==> src/rtl/hazard_pkg.sv <==
// Shared types and constants for the ID-stage hazard controller.
// The register-match helper is the single definition of a source-operand dependence.
package hazard_pkg;

    typedef enum logic {
        RUN   = 1'b0,
        STALL = 1'b1
    } state_e;

    localparam logic [1:0] NO_STALL       = 2'd0;
    localparam logic [1:0] STALL_LOAD_USE = 2'd1;
    localparam logic [1:0] STALL_BR_LOAD  = 2'd2;

    localparam logic [4:0] REG_ZERO = 5'd0;

    function automatic logic reg_match(input logic [4:0] dst,
                                       input logic [4:0] src,
                                       input logic       uses);
        return (dst != REG_ZERO) && (dst == src) && uses;
    endfunction

endpackage

==> src/rtl/hazard_if.sv <==
// ID-stage hazard bundle: pipeline-side operand/control info in, stall/flush controls out.
// The pipeline is the master; the hazard controller is the slave.
interface hazard_if;

    logic [4:0] if_id_rs;
    logic [4:0] if_id_rt;
    logic       id_uses_rs;
    logic       id_uses_rt;
    logic       id_is_branch;
    logic       id_redirect;
    logic       id_ex_memRead;
    logic       id_ex_regWrite;
    logic [4:0] id_ex_rd;
    logic       ex_mem_memRead;
    logic [4:0] ex_mem_rd;
    logic       mem_busy;

    logic       pc_write;
    logic       if_id_write;
    logic       if_id_flush;
    logic       id_ex_bubble;
    logic       pipe_freeze;

    modport master (
        output if_id_rs, if_id_rt, id_uses_rs, id_uses_rt, id_is_branch, id_redirect,
               id_ex_memRead, id_ex_regWrite, id_ex_rd, ex_mem_memRead, ex_mem_rd, mem_busy,
        input  pc_write, if_id_write, if_id_flush, id_ex_bubble, pipe_freeze
    );

    modport slave (
        input  if_id_rs, if_id_rt, id_uses_rs, id_uses_rt, id_is_branch, id_redirect,
               id_ex_memRead, id_ex_regWrite, id_ex_rd, ex_mem_memRead, ex_mem_rd, mem_busy,
        output pc_write, if_id_write, if_id_flush, id_ex_bubble, pipe_freeze
    );

endinterface

==> src/rtl/hazard_detect.sv <==
// Combinational stall-depth computation for the instruction currently in ID.
// A branch reading a load result still in EX needs two cycles; every other hazard needs one.
module hazard_detect
    import hazard_pkg::*;
(
    input  logic [4:0] if_id_rs,
    input  logic [4:0] if_id_rt,
    input  logic       id_uses_rs,
    input  logic       id_uses_rt,
    input  logic       id_is_branch,
    input  logic       id_ex_memRead,
    input  logic       id_ex_regWrite,
    input  logic [4:0] id_ex_rd,
    input  logic       ex_mem_memRead,
    input  logic [4:0] ex_mem_rd,
    output logic [1:0] need
);

    logic ex_hit;
    logic mem_hit;
    logic br_load;
    logic one_cycle;

    always_comb begin
        ex_hit    = reg_match(id_ex_rd, if_id_rs, id_uses_rs)
                  | reg_match(id_ex_rd, if_id_rt, id_uses_rt);
        mem_hit   = reg_match(ex_mem_rd, if_id_rs, id_uses_rs)
                  | reg_match(ex_mem_rd, if_id_rt, id_uses_rt);
        br_load   = id_is_branch & id_ex_memRead & ex_hit;
        one_cycle = (id_ex_memRead & ex_hit)
                  | (id_is_branch & id_ex_regWrite & ~id_ex_memRead & ex_hit)
                  | (id_is_branch & ex_mem_memRead & mem_hit);

        if (br_load)
            need = STALL_BR_LOAD;
        else if (one_cycle)
            need = STALL_LOAD_USE;
        else
            need = NO_STALL;
    end

endmodule

==> src/rtl/hazard_ctrl.sv <==
// ID-stage hazard controller: stall/bubble/flush sequencing, memory freeze and stall statistics.
//   state | meaning
//   RUN   | normal issue; detection active, first bubble of any hazard issued here
//   STALL | forced bubbles remaining in cnt_q; detection ignored
module hazard_ctrl
    import hazard_pkg::*;
#(
    parameter int CNT_W = 32
) (
    input  logic             clk,
    input  logic             rst_n,
    hazard_if.slave          hz,
    output logic [CNT_W-1:0] stall_count
);

    state_e     state_q;
    state_e     state_d;
    logic [1:0] cnt_q;
    logic [1:0] cnt_d;
    logic [1:0] need;

    hazard_detect u_detect (
        .if_id_rs       (hz.if_id_rs),
        .if_id_rt       (hz.if_id_rt),
        .id_uses_rs     (hz.id_uses_rs),
        .id_uses_rt     (hz.id_uses_rt),
        .id_is_branch   (hz.id_is_branch),
        .id_ex_memRead  (hz.id_ex_memRead),
        .id_ex_regWrite (hz.id_ex_regWrite),
        .id_ex_rd       (hz.id_ex_rd),
        .ex_mem_memRead (hz.ex_mem_memRead),
        .ex_mem_rd      (hz.ex_mem_rd),
        .need           (need)
    );

    always_ff @(posedge clk or negedge rst_n) begin
        if (!rst_n) begin
            state_q <= RUN;
            cnt_q   <= 2'd0;
        end else begin
            state_q <= state_d;
            cnt_q   <= cnt_d;
        end
    end

    // mem_busy freezes the sequencer so no pending bubble is lost or repeated.
    always_comb begin
        state_d = state_q;
        cnt_d   = cnt_q;
        if (!hz.mem_busy) begin
            case (state_q)
                RUN: begin
                    if (need != NO_STALL) begin
                        cnt_d   = need - 2'd1;
                        state_d = (need - 2'd1 != 2'd0) ? STALL : RUN;
                    end
                end
                STALL: begin
                    cnt_d   = cnt_q - 2'd1;
                    state_d = (cnt_q - 2'd1 == 2'd0) ? RUN : STALL;
                end
                default: begin
                    state_d = RUN;
                    cnt_d   = 2'd0;
                end
            endcase
        end
    end

    always_comb begin
        hz.pc_write     = 1'b0;
        hz.if_id_write  = 1'b0;
        hz.if_id_flush  = 1'b0;
        hz.id_ex_bubble = 1'b1;
        hz.pipe_freeze  = 1'b0;
        if (rst_n) begin
            if (hz.mem_busy) begin
                hz.pipe_freeze  = 1'b1;
                hz.id_ex_bubble = 1'b0;
            end else if (state_q == RUN && need == NO_STALL) begin
                hz.pc_write     = 1'b1;
                hz.if_id_write  = 1'b1;
                hz.id_ex_bubble = 1'b0;
                hz.if_id_flush  = hz.id_redirect;
            end
        end
    end

    always_ff @(posedge clk or negedge rst_n) begin
        if (!rst_n)
            stall_count <= '0;
        else if (hz.id_ex_bubble && (stall_count != '1))
            stall_count <= stall_count + {{(CNT_W-1){1'b0}}, 1'b1};
    end

endmodule
==> src/flat_wrapper.sv <==
// flat-port wrapper written by rule: the top's interface ports become plain ports
module hazard_ctrl_flat import hazard_pkg::*;
#(
    parameter int CNT_W = 32
)
  (clk, rst_n, stall_count, hz_if_id_rs, hz_if_id_rt, hz_id_uses_rs, hz_id_uses_rt, hz_id_is_branch, hz_id_redirect, hz_id_ex_memRead, hz_id_ex_regWrite, hz_id_ex_rd, hz_ex_mem_memRead, hz_ex_mem_rd, hz_mem_busy, hz_pc_write, hz_if_id_write, hz_if_id_flush, hz_id_ex_bubble, hz_pipe_freeze);
  hazard_if hz_i ();
  input  logic clk;
  input  logic rst_n;
  output logic [CNT_W-1:0] stall_count;
  input wire logic [$bits(hz_i.if_id_rs)-1:0] hz_if_id_rs;
  input wire logic [$bits(hz_i.if_id_rt)-1:0] hz_if_id_rt;
  input wire logic [$bits(hz_i.id_uses_rs)-1:0] hz_id_uses_rs;
  input wire logic [$bits(hz_i.id_uses_rt)-1:0] hz_id_uses_rt;
  input wire logic [$bits(hz_i.id_is_branch)-1:0] hz_id_is_branch;
  input wire logic [$bits(hz_i.id_redirect)-1:0] hz_id_redirect;
  input wire logic [$bits(hz_i.id_ex_memRead)-1:0] hz_id_ex_memRead;
  input wire logic [$bits(hz_i.id_ex_regWrite)-1:0] hz_id_ex_regWrite;
  input wire logic [$bits(hz_i.id_ex_rd)-1:0] hz_id_ex_rd;
  input wire logic [$bits(hz_i.ex_mem_memRead)-1:0] hz_ex_mem_memRead;
  input wire logic [$bits(hz_i.ex_mem_rd)-1:0] hz_ex_mem_rd;
  input wire logic [$bits(hz_i.mem_busy)-1:0] hz_mem_busy;
  output wire logic [$bits(hz_i.pc_write)-1:0] hz_pc_write;
  output wire logic [$bits(hz_i.if_id_write)-1:0] hz_if_id_write;
  output wire logic [$bits(hz_i.if_id_flush)-1:0] hz_if_id_flush;
  output wire logic [$bits(hz_i.id_ex_bubble)-1:0] hz_id_ex_bubble;
  output wire logic [$bits(hz_i.pipe_freeze)-1:0] hz_pipe_freeze;
  assign hz_i.if_id_rs = hz_if_id_rs;
  assign hz_i.if_id_rt = hz_if_id_rt;
  assign hz_i.id_uses_rs = hz_id_uses_rs;
  assign hz_i.id_uses_rt = hz_id_uses_rt;
  assign hz_i.id_is_branch = hz_id_is_branch;
  assign hz_i.id_redirect = hz_id_redirect;
  assign hz_i.id_ex_memRead = hz_id_ex_memRead;
  assign hz_i.id_ex_regWrite = hz_id_ex_regWrite;
  assign hz_i.id_ex_rd = hz_id_ex_rd;
  assign hz_i.ex_mem_memRead = hz_ex_mem_memRead;
  assign hz_i.ex_mem_rd = hz_ex_mem_rd;
  assign hz_i.mem_busy = hz_mem_busy;
  assign hz_pc_write = hz_i.pc_write;
  assign hz_if_id_write = hz_i.if_id_write;
  assign hz_if_id_flush = hz_i.if_id_flush;
  assign hz_id_ex_bubble = hz_i.id_ex_bubble;
  assign hz_pipe_freeze = hz_i.pipe_freeze;
  hazard_ctrl #(.CNT_W(CNT_W)) u_core (.clk(clk), .rst_n(rst_n), .hz(hz_i), .stall_count(stall_count));
endmodule
==> config.mk <==
export PLATFORM = sky130hd
export DESIGN_NAME = hazard_ctrl_flat
export DESIGN_NICKNAME = d
export VERILOG_FILES = /design/src/rtl/hazard_pkg.sv /design/src/rtl/hazard_if.sv /design/src/rtl/hazard_detect.sv /design/src/rtl/hazard_ctrl.sv /design/src/flat_wrapper.sv
export SDC_FILE = /design/constraint.sdc
export NUM_CORES = 1
export LEC_CHECK = 0
export ABC_AREA = 1
export BUFFER_PORTS_ARGS = -buffer_cell sky130_fd_sc_hd__buf_2
export CAP_MARGIN = 20
export CORE_ASPECT_RATIO = 0.75
export CORE_UTILIZATION = 35
export DETAILED_ROUTE_END_ITERATION = 8
export GPL_ROUTABILITY_DRIVEN = 0
export SLEW_MARGIN = 20
export SYNTH_ARGS = -nofsm -noshare
export SYNTH_HDL_FRONTEND = slang
export SYNTH_SLANG_ARGS = --single-unit
==> constraint.sdc <==
create_clock -name clk -period 2.15 [get_ports clk]
set_input_delay 0 -clock clk [delete_from_list [all_inputs] [get_ports clk]]
set_output_delay 0 -clock clk [all_outputs]
set_load 0.01 [all_outputs]
==> reports/metrics.csv <==
metric;value;unit
fp.dieH;78.5;um
synth_seq_cells;35;
hold_depth;3;
cp.buffers_inverters;1;
antenna_found_initial;0;
slew_headroom;68.4;%
io_buffers;66;
fmax;548;MHz
final_area;3230;sq um
regToRegSetupSlack;0.33;ns
fin_skew;0.00776;ns
cts_buffers;5;
synth_fp_nets;459;
cp-end-kind;flop;
path_class;reg -> reg;
slowest_stage;dfrtp_1;
clk_latency;0.29;ns
yosysSeqAreaShare;32.1;%
yosys_warnings;0;
rows;27;
min_path_type;in -> reg;
start_util;36.7;%
syn_area_per_cell;6.39;sq um
final_hold_viol_count;0;
drt-total-wl;7850;um
dp_hpwl;6190;um
path_cells;ha_1, nand3_2, inv_2, nand2_2, nor2_1, nand2_1, xor2_1, nand3_1, nand2_1;
h-tree-depth;2;
n_antenna_cell;0;
reg2reg_from;u_core.stall_count[1]$_DFFE_PN0P_;
crit_arrival;2.01;ns
coreArea;7430;sq um
cts_sinks;35;
slew_viol_final;0;
wire_per_inst;13.1;um
ys_types;26;
worstPathRequired;2.33;ns
vias;2919;
drive_gt1_share;19.0;%
powerDensity;513;nW/um^2
setup_tns;0;ns
final_net_count;527;
drt-initial-drc-count;219;
root_buffer;clkbuf_8;
grt_overflow_total;0;
period_needed;1.82;ns
crit_family;simple AND/OR/NAND/NOR gates;
slowest_delay;0.44;ns
firstDrtPassIters;5;
tritoncts;done;
clockBufferDepth;2;
power.leakage;1.80;nW
finalCritPeriodShare;84.9;%
crit_fanout;6;
drc_errors;0;
min_from;hz_id_ex_memRead;
status;completed;
setup_violations;0;
grt_max_degree;33;
die_area;8160;sq um
postSynthCellCount;427;
tightest_slew;0.474;ns
placedInstanceArea;3140;sq um
critPathLaunchType;flop;
drt-vias-per-instance;4.89;
cts.clk_slew.worst_paths;0.07;ns
min_to;u_core.state_q$_DFFE_PN0N_;
fp.dieW;104;um
track_usage;20.6;%
syn_area;2730;sq um
rsz0062_at_grt;false;
postRouteAntennaNets;0;
cpMostUsedCell;nand2_1;
max_cap_violations;0;
io_pins;67;
vdd_ir_drop_max;0.351;mV
r2r-end;u_core.stall_count[26]$_DFFE_PN0P_;
syn2layout_area_growth;18.4;%
grt_pass1_wl;13300;um
ff2ff_path_depth;9;
grt_pass1_vias;2653;
## timing repair
action,4_1_cts,5_1_grt
buffers inserted,0,0
hold buffers,1,0
endpoints found under the setup margin,0,0
hold endpoints to repair,16,0
gates resized for setup,0,0
## registers in the layout, summed over array words and instances, names as in the netlist
name / flops
u_core.stall_count: 32
u_core.cnt_q: 2
u_core.state_q: 1
## stage by stage
step	hold WS, ns	power, mW	instances	util, %	setup slack (ns)
CTS	0.0263	1.67	597	43.5	0.334
global placement	-0.0214	1.19	588	42.3	0.366
detailed placement	-0.0157	1.19	588	42.3	0.361
floorplan	-0.296	1.04	427	-	0.457
finish	0.0223	1.66	597	43.5	0.325
global route	0.0510	1.76	597	43.5	0.131
## cells in the mapped netlist
cell      count  area [sq um]
a21oi_1       3          15.0
o21ai_0       2          10.0
nand2_1     176           661
nand2_4       2          22.5
nor4_2        1          12.5
dfrtp_1      35           876
nor2_1       39           146
buf_2         3          15.0
xnor2_1       7          61.3
nand4_1       8          50.1
nor3b_1       1          7.51
nand3_2       2          20.0
inv_2         5          18.8
o21ai_1       1          5.00
nor2_4        1          11.3
ha_1          2          25.0
nor4_1        5          31.3
nor2_2        2          12.5
clkbuf_1      1          3.75
inv_1        38           143
buf_4         4          30.0
nor3_1       13          65.1
nand2_2       4          25.0
nand3_1      47           235
buf_6         3          33.8
xor2_1       22           193
## cell type report
cell class | instances | area, sq um
inverter | 43 | 161
clock buffer | 7 | 76.3
multi-input combinational | 338 | 1610
timing repair buffer | 72 | 378
sequential | 35 | 876
clock inverter | 1 | 5.00
fill | 813 | 4200
tap | 101 | 126
## placed cells by master (no fill, tap or decap), drive strengths merged
cell,count
a21oi,3
buf,71
clkbuf,7
clkinv,1
dfrtp,35
dlygate4sd3,1
ha,2
inv,43
nand2,182
nand3,49
nand4,8
nor2,42
nor3,13
nor3b,1
nor4,6
o21ai,3
xnor2,7
xor2,22
## logic make-up (layout without fill, tap and decap cells)
kind of cell | after synthesis | in the layout | share of synthesized area, %
simple gates | 301 | 301 | 47.6
buf+inv | 54 | 123 | 8.94
flops | 35 | 35 | 32.1
xor+xnor | 29 | 29 | 9.31
compound gates | 6 | 6 | 1.10
fa+ha+maj | 2 | 2 | 0.917
## where the power goes
part	internal [mW]	switching, mW
Combinational	0.154	0.222
Sequential	0.714	0.0915
Clock	0.228	0.248
## tightest hold or removal path: stages
cell and delay, ns:
buf_2 0.11, nand4_1 0.09, a21oi_1 0.07
## per-layer routing
layer / vias to the layer above / part of all wire [%] / GRT usage [%]
met5: - / 0 / 0
met3: 14 / 7.3 / 4.40
met4: 0 / 1.3 / 4.57
li1: 1470 / - / -
met2: 93 / 38 / 29.6
met1: 1342 / 53 / 30.9
## worst max-delay path by stage
stage                                            startpoint                            endpoint  slack, ns  cells after the start
after floorplan           u_core.stall_count[0]$_DFFE_PN0P_   u_core.stall_count[6]$_DFFE_PN0P_       0.46                      9
after global placement    u_core.stall_count[5]$_DFFE_PN0P_  u_core.stall_count[23]$_DFFE_PN0P_       0.37                      7
after detailed placement  u_core.stall_count[1]$_DFFE_PN0P_  u_core.stall_count[10]$_DFFE_PN0P_       0.36                      9
after CTS                 u_core.stall_count[1]$_DFFE_PN0P_  u_core.stall_count[10]$_DFFE_PN0P_       0.33                      9
after global routing      u_core.stall_count[1]$_DFFE_PN0P_  u_core.stall_count[28]$_DFFE_PN0P_       0.13                      9
final                     u_core.stall_count[1]$_DFFE_PN0P_  u_core.stall_count[26]$_DFFE_PN0P_       0.33                      9
(Power assumes the default switching activity.)
